--- src/rtl/riscv_pkg.sv ---
// Shared RV32I core definitions: datapath width, x0 index, ALU opcodes and
// the packed per-instruction control word carried down the pipeline.
package riscv_pkg;

    localparam int unsigned XLEN   = 32;
    localparam logic [4:0]  REG_X0 = 5'd0;

    typedef enum logic [3:0] {
        ALU_ADD  = 4'd0,
        ALU_SUB  = 4'd1,
        ALU_SLL  = 4'd2,
        ALU_SLT  = 4'd3,
        ALU_SLTU = 4'd4,
        ALU_XOR  = 4'd5,
        ALU_SRL  = 4'd6,
        ALU_SRA  = 4'd7,
        ALU_OR   = 4'd8,
        ALU_AND  = 4'd9,
        ALU_LUI  = 4'd10
    } alu_op_e;

    // Bit order matches the 8-bit control buses: {alu_op, alusrc, memread, memwrite, regwrite}
    typedef struct packed {
        alu_op_e alu_op;
        logic    alusrc;
        logic    memread;
        logic    memwrite;
        logic    regwrite;
    } ctrl_t;

endpackage

--- src/rtl/fwd_mux.sv ---
// Single-operand forwarding select: x0, then EX, MEM, WB, then register file.
module fwd_mux
    import riscv_pkg::*;
#(
    parameter int unsigned XLEN = riscv_pkg::XLEN
) (
    input  logic [4:0]      rs_i,
    input  logic [XLEN-1:0] rf_data_i,
    input  logic            ex_en_i,
    input  logic [4:0]      ex_rd_i,
    input  logic [XLEN-1:0] ex_data_i,
    input  logic            mem_en_i,
    input  logic [4:0]      mem_rd_i,
    input  logic [XLEN-1:0] mem_data_i,
    input  logic            wb_en_i,
    input  logic [4:0]      wb_rd_i,
    input  logic [XLEN-1:0] wb_data_i,
    output logic [XLEN-1:0] operand_o
);

    // Youngest producer wins; x0 is hard zero regardless of any writer.
    always_comb begin
        operand_o = rf_data_i;
        if (rs_i == REG_X0) begin
            operand_o = '0;
        end else if (ex_en_i && (ex_rd_i == rs_i)) begin
            operand_o = ex_data_i;
        end else if (mem_en_i && (mem_rd_i == rs_i)) begin
            operand_o = mem_data_i;
        end else if (wb_en_i && (wb_rd_i == rs_i)) begin
            operand_o = wb_data_i;
        end
    end

endmodule

--- src/rtl/id_ex_stage.sv ---
// ID/EX pipeline register with operand forwarding, load-use bubble
// insertion, flush and downstream hold.
module id_ex_stage #(
    parameter int unsigned XLEN = riscv_pkg::XLEN
) (
    input  logic            clk,
    input  logic            reset,
    input  logic            id_valid,
    input  logic [XLEN-1:0] id_pc,
    input  logic [4:0]      id_rs1,
    input  logic [4:0]      id_rs2,
    input  logic [4:0]      id_rd,
    input  logic            id_use_rs1,
    input  logic            id_use_rs2,
    input  logic [XLEN-1:0] id_imm,
    input  logic [7:0]      id_ctrl,
    input  logic [XLEN-1:0] rf_rs1_data,
    input  logic [XLEN-1:0] rf_rs2_data,
    input  logic [XLEN-1:0] ex_alu_result,
    input  logic [4:0]      mem_rd,
    input  logic            mem_regwrite,
    input  logic [XLEN-1:0] mem_data,
    input  logic [4:0]      wb_rd,
    input  logic            wb_regwrite,
    input  logic [XLEN-1:0] wb_data,
    input  logic            flush,
    input  logic            hold,
    output logic            stall,
    output logic            ex_valid,
    output logic [XLEN-1:0] ex_pc,
    output logic [XLEN-1:0] ex_rs1_val,
    output logic [XLEN-1:0] ex_rs2_val,
    output logic [XLEN-1:0] ex_imm,
    output logic [4:0]      ex_rd,
    output logic [7:0]      ex_ctrl
);
    import riscv_pkg::*;

    logic            valid_q, valid_d;
    logic [XLEN-1:0] pc_q, pc_d;
    logic [XLEN-1:0] rs1_q, rs1_d;
    logic [XLEN-1:0] rs2_q, rs2_d;
    logic [XLEN-1:0] imm_q, imm_d;
    logic [4:0]      rd_q, rd_d;
    ctrl_t           ctrl_q, ctrl_d;

    logic            ex_fwd_en;
    logic            luse;
    logic [XLEN-1:0] rs1_fwd, rs2_fwd;

    // A load in EX has no result yet, so it must not be forwarded from EX.
    assign ex_fwd_en = valid_q && ctrl_q.regwrite && !ctrl_q.memread;

    fwd_mux #(.XLEN(XLEN)) u_fwd_rs1 (
        .rs_i       (id_rs1),
        .rf_data_i  (rf_rs1_data),
        .ex_en_i    (ex_fwd_en),
        .ex_rd_i    (rd_q),
        .ex_data_i  (ex_alu_result),
        .mem_en_i   (mem_regwrite),
        .mem_rd_i   (mem_rd),
        .mem_data_i (mem_data),
        .wb_en_i    (wb_regwrite),
        .wb_rd_i    (wb_rd),
        .wb_data_i  (wb_data),
        .operand_o  (rs1_fwd)
    );

    fwd_mux #(.XLEN(XLEN)) u_fwd_rs2 (
        .rs_i       (id_rs2),
        .rf_data_i  (rf_rs2_data),
        .ex_en_i    (ex_fwd_en),
        .ex_rd_i    (rd_q),
        .ex_data_i  (ex_alu_result),
        .mem_en_i   (mem_regwrite),
        .mem_rd_i   (mem_rd),
        .mem_data_i (mem_data),
        .wb_en_i    (wb_regwrite),
        .wb_rd_i    (wb_rd),
        .wb_data_i  (wb_data),
        .operand_o  (rs2_fwd)
    );

    // Load-use detection and upstream stall; built only from inputs and
    // registered state so stall never feeds back on itself.
    always_comb begin
        luse  = id_valid && valid_q && ctrl_q.memread && (rd_q != REG_X0) &&
                ((id_use_rs1 && (id_rs1 == rd_q)) || (id_use_rs2 && (id_rs2 == rd_q)));
        stall = !reset && !flush && (hold || luse);
    end

    // Next ID/EX contents: flush, then hold, then bubble, then capture.
    always_comb begin
        valid_d = valid_q;
        pc_d    = pc_q;
        rs1_d   = rs1_q;
        rs2_d   = rs2_q;
        imm_d   = imm_q;
        rd_d    = rd_q;
        ctrl_d  = ctrl_q;
        if (flush) begin
            valid_d = 1'b0;
            pc_d    = '0;
            rs1_d   = '0;
            rs2_d   = '0;
            imm_d   = '0;
            rd_d    = '0;
            ctrl_d  = '0;
        end else if (hold) begin
            valid_d = valid_q;
        end else if (luse) begin
            valid_d = 1'b0;
            ctrl_d  = '0;
        end else begin
            valid_d = id_valid;
            pc_d    = id_pc;
            rs1_d   = rs1_fwd;
            rs2_d   = rs2_fwd;
            imm_d   = id_imm;
            rd_d    = id_rd;
            ctrl_d  = id_valid ? ctrl_t'(id_ctrl) : '0;
        end
    end

    // ID/EX register with asynchronous clear.
    always_ff @(posedge clk or posedge reset) begin
        if (reset) begin
            valid_q <= 1'b0;
            pc_q    <= '0;
            rs1_q   <= '0;
            rs2_q   <= '0;
            imm_q   <= '0;
            rd_q    <= '0;
            ctrl_q  <= '0;
        end else begin
            valid_q <= valid_d;
            pc_q    <= pc_d;
            rs1_q   <= rs1_d;
            rs2_q   <= rs2_d;
            imm_q   <= imm_d;
            rd_q    <= rd_d;
            ctrl_q  <= ctrl_d;
        end
    end

    assign ex_valid   = valid_q;
    assign ex_pc      = pc_q;
    assign ex_rs1_val = rs1_q;
    assign ex_rs2_val = rs2_q;
    assign ex_imm     = imm_q;
    assign ex_rd      = rd_q;
    assign ex_ctrl    = ctrl_q;

endmodule
--- config.mk ---
export PLATFORM = sky130hd
export DESIGN_NAME = id_ex_stage
export DESIGN_NICKNAME = d
export VERILOG_FILES = /design/src/rtl/riscv_pkg.sv /design/src/rtl/fwd_mux.sv /design/src/rtl/id_ex_stage.sv
export SDC_FILE = /design/constraint.sdc
export NUM_CORES = 1
export LEC_CHECK = 0
export CORE_AREA = 8 8 152 154
export CTS_CLUSTER_SIZE = 10
export DETAILED_ROUTE_END_ITERATION = 6
export DIE_AREA = 0 0 160 162
export DONT_BUFFER_PORTS = 1
export PLACE_DENSITY = 0.71
export SLEW_MARGIN = 15
export SYNTH_ARGS = -nofsm -noshare
export SYNTH_HDL_FRONTEND = slang
export SYNTH_HIERARCHICAL = 1
export SYNTH_SLANG_ARGS = --single-unit
--- constraint.sdc ---
create_clock -name clk -period 6.1 [get_ports clk]
set_clock_uncertainty 0.05 [all_clocks]
set_input_delay 0.915 -clock clk [delete_from_list [all_inputs] [get_ports clk]]
set_output_delay 0.915 -clock clk [all_outputs]
set_load 0.05 [all_outputs]
After elaboration in Yosys (flattened, before gate mapping)

Cells that the tools add are included.

Reductions and logical operators: 25
Multiplexer cells: 30
Eq/ne operators: 10

Operator list:

| operator                             | count |
|---|---|
| 32-bit two-way mux                   | 20 |
| 5-bit equality test                  | 8 |
| 8-bit two-way mux                    | 4 |
| 1-bit logical AND                    | 16 |
| 5-bit two-way mux                    | 3 |
| 5-bit zero test                      | 2 |
| 5-bit nonzero test                   | 1 |
| 2-bit != test, second input constant | 2 |
| 1-bit zero test                      | 3 |
| 1-bit two-way mux                    | 3 |
| 1-bit logical OR                     | 2 |
| 2-bit AND reduction                  | 1 |

Register bits: 142
Output and inout bits: 143
Input bits: 266

Logic depth before layout (Yosys ltp)

Gate-level depths: netlist of the first run.

Depth after elaboration: 9
Gate-level depth with buffers: 10

Hierarchy

Netlist of the first run, hierarchy kept.

Modules (own cells, without submodules):

| module      | cells an instance | times used | sequential area each (sq um) | area an instance (sq um) |
|---|---|---|---|---|
| id_ex_stage | 960               | 1          | 3553.4                       | 8856.0 |
| fwd_mux     | 214               | 2          | 0.0                          | 1332.5 |

Least setup slack after synthesis of the first run

OpenSTA, ideal clock, no wires.

Kind: in2out
Start: input reset
End: output stall
Required time: 5135 ps
Data arrival time: 4667 ps
Path buffers: 0
Slack: 468 ps
Cell stages on the path: 2
Cell sequence: inv_1 -> and3_1

Word-level cells in the longest chain between the ends: 3

RTL lines:

| element                        | RTL line          | text |
|---|---|---|
| start: declaration             | id_ex_stage.sv:7  | `input logic reset,` |
| 1-bit zero test (no line)      | --                |  |
| 1-bit logical AND (2 in a row) | id_ex_stage.sv:89 | `stall = !reset && !flush && (hold \|\| luse);` |
| end: declaration               | id_ex_stage.sv:28 | `output logic stall,` |

Every way passes these cells.

Worst setup path after layout of the first run

Start: register rd_q[2], in the netlist ex_rd[2]
End: output stall

Word-level cells in the longest chain between the ends: 6
Elaborated cells on any way between the ends: 10
Classes of those cells: eq/ne (2); reduce/logical (8)

RTL lines:

| element                  | RTL line           | text |
|---|---|---|
| start: declaration       | id_ex_stage.sv:44  | `logic [4:0] rd_q, rd_d;` |
| start signal: assignment | id_ex_stage.sv:141 | `rd_q <= rd_d;` |
| 5-bit equality test      | id_ex_stage.sv:88  | `((id_use_rs1 && (id_rs1 == rd_q)) \|\| (id_use_rs2 && (id_rs2 == rd_q)));` |
| 1-bit logical AND        | id_ex_stage.sv:88  |  |
| 1-bit logical OR         | id_ex_stage.sv:88  |  |
| 1-bit logical AND *      | id_ex_stage.sv:87  | `luse = id_valid && valid_q && ctrl_q.memread && (rd_q != REG_X0) &&` |
| 1-bit logical OR *       | id_ex_stage.sv:89  |  |
| 1-bit logical AND *      | id_ex_stage.sv:89  |  |

Every way passes the cells marked *; elsewhere a longest branch is shown, timed or not.

==> run metrics, run 1 <==
slowest CP cell=dfrtp_1; Routed Antenna Nets=0; EDFF count, synth=0; Crit Path Class=register to output port; final worst path period share=0.660; nets=1,510; WL/cell=28.2 um; Max VDD drop=0.167 mV; largest net degree at the start of global routing=136; layout cells sized above 1=0.0565; drt drc=0; CTS tree=yes; die area=25,900 um2; Starting Density=0.557; Primary FF master, synth=dfrtp_1; Hold Vio Cnt, Final=0; Worst setup SP type=register; IO Port Bufs=0; top routing layer in use=met5; Cells after Synth=1,388; Worst EP required=5.13 ns; Seq cells post-synth=142; Power Total=3040 uW; antenna violations before repair=7; Yosys cell types=41; asr flop ratio synth=1.00; 1st-iter DRT viols=1,416; Syn Nets=1,654; status=finished clean; minimum clock period=4.02 ns; critical path depth in cells=5; Setup crit end kind=output port; WL met1=16,100 um; Hold WC Path Type=primary input to async pin; CTS sink count=142; Synth-to-Final Area Change=2.44%; Root Buffer Master=clkbuf_16; r2r worst-path depth=7; R2R Setup Slk=2.50 ns; PD cells=258 nW/um2; CTS clk-pin slew, worst paths=0.06 ns; Skew-Pair Late Insertion Delay=0.43 ns; area share of the largest cell type after synthesis=0.308; TritonRoute pass-1 iters=5; Max Slew Vio Count=0; Post-DP HPWL=28,900 um; Layout fillers=1,899; critical path startpoint=ex_rd[2]$_DFFE_PP0P_; Max Cap Viol=0; RSZ-0062 raised after global routing=no; final setup violation count=0; postcts setup bufs=0; register area share after synthesis=0.308; setup TNS=0 ns; crit-path cells=xor2_1, nor4_1, a32oi_4, o21ai_0, and3_1; first-pass GRT wire length=65,900 um; die height=162 um; fmax=249 MHz; number of global-route vias before repair=10,800; Worst Max-Slew Pin Slew=1.13 ns; Mapped Area=11,500 um2; Die X=160 um; CTS resizes=0; CP top delay family=simple AND/OR/NAND/NOR gates; Routed met2 length=20,800 um; Static Leak=0.00481 uW; vias=11,500; Global Route Usage Sum=0.316; CTS max path bufs=2; Yosys top cell by area=dfrtp_1; Ports=409; metal3 WL=5260 um; hold_buf cts=0; Core Rows=53; Rel. slew slack=0.244; GPL Wtd Cong=0.863; WP data arrival=3.06 ns; Num CTS Buffers=17; Core Box Area=20,700 um2; largest cells by area after synthesis=dfrtp_1 (31%), or4b_1 (11%), and3_1 (7.1%); Max FO, Critical Path=8; drt via density=7.49; Routed WL=43,400 um; Critical R2R Launch=ex_rd[3]$_DFFE_PP0P_; H-tree Lvls=4; Synth Area per Inst=8.30 um2; Buf/Inv on CP=0; grt ovf=0; Synth Warn #=6; critical path's largest stage delay=0.89 ns
## final timing paths
kind                                              end
setup / recovery                                stall
setup reg to reg           ex_rs2_val[31]$_DFFE_PP0P_
max in group asynchronous        ex_pc[5]$_DFFE_PP0P_
min in group clk               ex_ctrl[4]$_DFFE_PP0P_
hold / removal                 ex_imm[21]$_DFFE_PP0P_
hold reg to reg                ex_ctrl[5]$_DFFE_PP0P_
## layout by cell type (no fill, tap or decap), types with 62 or more instances in the layout
master    count
nand2_1     194
dfrtp_1     142
and3_1      130
nand3_1     130
or4b_1      127
a32oi_1      76
o21ai_0      65
a31oi_1      64
or3_1        62
o221ai_1     62
## metal layers
metal / vias to the layer above / GRT usage
li1: 5158 / -
met1: 5600 / 0.375
met2: 647 / 0.513
met3: 90 / 0.129
met4: 6 / 0.107
met5: - / 0
## Yosys cell counts (3+ instances only)
cell type / instances
nand2_1: 194
dfrtp_1: 142
nand3_1: 132
and3_1: 130
or4b_1: 127
clkbuf_1: 120
a32oi_1: 76
o21ai_0: 65
a31oi_1: 64
o221ai_1: 62
or3_1: 62
a22oi_1: 51
buf_2: 34
xor2_1: 28
buf_6: 13
xnor2_1: 12
buf_4: 11
a22o_1: 8
a311o_1: 6
buf_8: 6
a32o_1: 5
nor2_1: 5
nor4b_1: 5
nor4_1: 3
nor4_2: 3
## worst register-to-register path: stages (launching register included)
cell     delay [ns]
dfrtp_1        0.82
xor2_1         0.14
nor4_1         0.39
nand3_2        0.90
o21ai_0        0.50
a31oi_1        0.13
a32o_1         0.30
a311o_1        0.26
## cells by family (layout without fill, tap and decap cells)
logic type,after synthesis,count (layout),share of synthesized area
mux,1,1,0.000869
compound gates,346,346,0.225
simple gates,672,672,0.353
flops,142,142,0.308
other cells,0,4,0
xor+xnor,40,40,0.0304
buf+inv,187,56,0.0825
## cell type report
type | count | area [um2] | share of cell area
well taps | 275 | 344 | 0.0292
repair buffers | 21 | 158 | 0.0134
diodes | 4 | 10.0 | 0.000848
flip-flops and latches | 142 | 3550 | 0.301
clock buffers | 19 | 443 | 0.0375
clock inverters | 13 | 178 | 0.0151
multi-input cells | 1059 | 7090 | 0.601
inverters | 3 | 22.5 | 0.00191
## flip-flops by register name, summed over array words and instances (netlist names)
register    cells
ex_valid        1
ex_rs1_val     32
ex_rs2_val     32
ex_imm         32
ex_rd           5
ex_pc          32
ex_ctrl         8
## power breakdown
part / leakage, uW / switching [uW] / internal (uW) / total, uW
registers: 0.00182 / 467 / 1030 / 1490
clock network: 0.000297 / 455 / 665 / 1120
logic: 0.00269 / 247 / 185 / 432
## stage by stage
stage	std cells	instance area, um2	utilization	hold WS (ns)	worst slack (ns)
after detailed placement	1500	11200	0.540	0.831	2.35
after global placement	1500	11200	0.540	0.824	2.39
after CTS	1532	11800	0.570	0.407	2.07
after floorplan	1388	11500	-	0.794	0.468
after global routing	1534	11800	0.570	0.418	1.98
final	1536	11800	0.570	0.382	2.08
Power figures use the tool's default switching activity.
==> run 2, diff against run 1 <==
clock period = 3.9 ns   (was 6.1 ns; I/O delays follow)
==> run 2 against run 1 <==
Net effect: total power is 55% higher; non-clock buffer count is 1 lower; flip-flop and latch count stayed put; cell count hardly changed; global-route usage is 0.68 points lower; worst setup slack worse by 1.8 ns.
==> run metrics, run 2 (same netlist as run 1, synthesis figures left out) <==
status=finished clean; Max VDD drop=0.257 mV (+54%); Synth-to-Final Area Change=2.83%; r2r worst-path depth=5 (-2); PD cells=399 nW/um2 (+55%); crit-path cells=xor2_1, nor4_1, a32oi_4, o21ai_0, and3_1; antenna violations before repair=6 (-1); postcts setup bufs=0 (unchanged); Max Slew Vio Count=0 (unchanged); DP Area=11,200 um2 (+0.37%); critical path's largest stage delay=0.84 ns (-0.05 ns); Skew-Pair Late Insertion Delay=0.43 ns (about the same); minimum clock period=3.58 ns; Core Rows=53 (unchanged); RSZ-0062 raised after global routing=no; die height=162 um (unchanged); die area=25,900 um2 (unchanged); Routed Antenna Nets=0 (unchanged); Static Leak=0.00482 uW (+0.23%); grt ovf=0 (unchanged); min-delay src=id_ctrl[0]; Root Buffer Master=clkbuf_16; Num CTS Buffers=17 (unchanged); most common cell after layout, fill and taps aside=nand2_1; H-tree Lvls=4 (unchanged); 1st-iter DRT viols=1,526 (+7.8%); Die X=160 um (unchanged); Worst setup SP type=register; WL/cell=27.9 um (-1.1%); fmax=279 MHz; Global Route Usage Sum=0.310 (-0.00677); WP data arrival=2.94 ns (-0.12 ns); Rel. slew slack=0.186 (-0.0576); CTS resizes=0 (unchanged); Critical R2R Launch=ex_rd[0]$_DFFE_PP0P_; setup TNS=0 ns (unchanged); CTS max path bufs=2 (unchanged); Sequential Power Share=0.492 (+0.002); GPL Wtd Cong=0.915 (+6.1%); Hold WC Path Type=primary input to register; Clk pwr share=0.363 (-0.005); TritonRoute pass-1 iters=5 (unchanged); R2R Setup Slk=0.83 ns (-1.67 ns); first-pass GRT wire length=65,200 um (-1.1%); switch share=0.384 (about the same); layout cells sized above 1=0.0558 (-0.000707); Starting Density=0.557 (unchanged); Ports=409 (unchanged); R2R Path End=ex_imm[31]$_DFFE_PP0P_; logic gate share of total power=0.145 (+0.003); CTS tree=yes; vias=11,600 (+0.81%); Max FO, Critical Path=8 (unchanged); final setup violation count=0 (unchanged); slowest CP cell=dfrtp_1; Worst Max-Slew Pin Slew=1.22 ns (+0.0835 ns); Crit Path Class=register to output port; IO Port Bufs=0 (unchanged); Core Box Area=20,700 um2 (unchanged); CP top delay family=simple AND/OR/NAND/NOR gates; hold_buf cts=0 (unchanged); commonest non-fill, non-tap cells in the layout=nand2_1 (194), dfrtp_1 (142), and3_1 (130), nand3_1 (130), or4b_1 (127); largest net degree at the start of global routing=267 (+96%); CTS clk-pin slew, worst paths=0.07 ns (about the same); Max Cap Viol=0 (unchanged); Hold Path Depth=1; Post-DP HPWL=27,900 um (-3.6%); internal power=2920 uW (+55%); CTS sink count=142 (unchanged); drt via density=7.55 (+0.87%); nets=1,509 (-0.066%); Buf/Inv on CP=0 (unchanged); drt drc=0 (unchanged); Worst Hold Path EP=ex_ctrl[0]$_DFFE_PP0P_; Routed WL=42,900 um (-1.2%); final worst path period share=0.918; design area=11,800 um2 (+0.38%); P_sw=1820 uW (+55%); Hold Vio Cnt, Final=0 (unchanged); Worst EP required=3.26 ns (-1.87 ns); number of global-route vias before repair=10,600 (-1.3%); Setup crit end kind=output port
-- run 2: cell count changes in the layout (fill, tap and decap cells not counted), sizes merged --
cell and change:
buf -1, diode +1, clkinvlp +2, clkbuf -2, clkinv -1
-- run 2: routing by layer --
layer  vias to the layer above  track usage  share of wire
met2                       718        0.493           0.48
met4                         2       0.0947          0.025
met5                         -            0        0.00030
li1                       5169            -              -
met3                        90        0.108           0.12
met1                      5615        0.389           0.38
-- run 2: power groups by stage --
| stage | Sequential [uW] | Combinational (uW) | Clock (uW) |
|---|---|---|---|
| after global placement | 2350 | 655 | 0 |
| after floorplan | 2260 | 583 | 0 |
| after global routing | 2350 | 753 | 1790 |
| after detailed placement | 2360 | 675 | 0 |
| after CTS | 2330 | 677 | 1740 |
| final | 2330 | 686 | 1720 |
-- run 2: worst max-delay path by stage --
stage / slack [ns] / startpoint / endpoint / cells after the start
after floorplan: -0.14 / reset / stall / 2
after global placement: 0.83 / ex_rd[3]$_DFFE_PP0P_ / stall / 5
after detailed placement: 0.79 / ex_rd[0]$_DFFE_PP0P_ / ex_ctrl[4]$_DFFE_PP0P_ / 5
after CTS: 0.34 / ex_rd[2]$_DFFE_PP0P_ / stall / 5
after global routing: 0.19 / ex_rd[3]$_DFFE_PP0P_ / stall / 5
final: 0.32 / ex_rd[2]$_DFFE_PP0P_ / stall / 5
-- run 2: metrics by stage --
step / cells / worst slack [ns] / hold slack, ns / util / power (uW)
2_1_floorplan: 1388 / -0.141 / 0.668 / - / 2840
4_1_cts: 1530 / 0.337 / 0.227 / 0.571 / 4740
3_5_place_dp: 1499 / 0.788 / 0.673 / 0.542 / 3030
5_1_grt: 1535 / 0.191 / 0.230 / 0.573 / 4890
3_3_place_gp: 1499 / 0.832 / 0.669 / 0.542 / 3010
6_report: 1535 / 0.320 / 0.239 / 0.573 / 4730
-- run 2: layout make-up --
class                      instances  area, um2
inverter                           3       21.3
clock inverter                    14        181
clock buffer                      17        425
fill                            1903       8840
tap                              275        344
timing repair buffer              20        200
multi-input combinational       1059       7110
sequential                       142       3550
antenna                            5       12.5
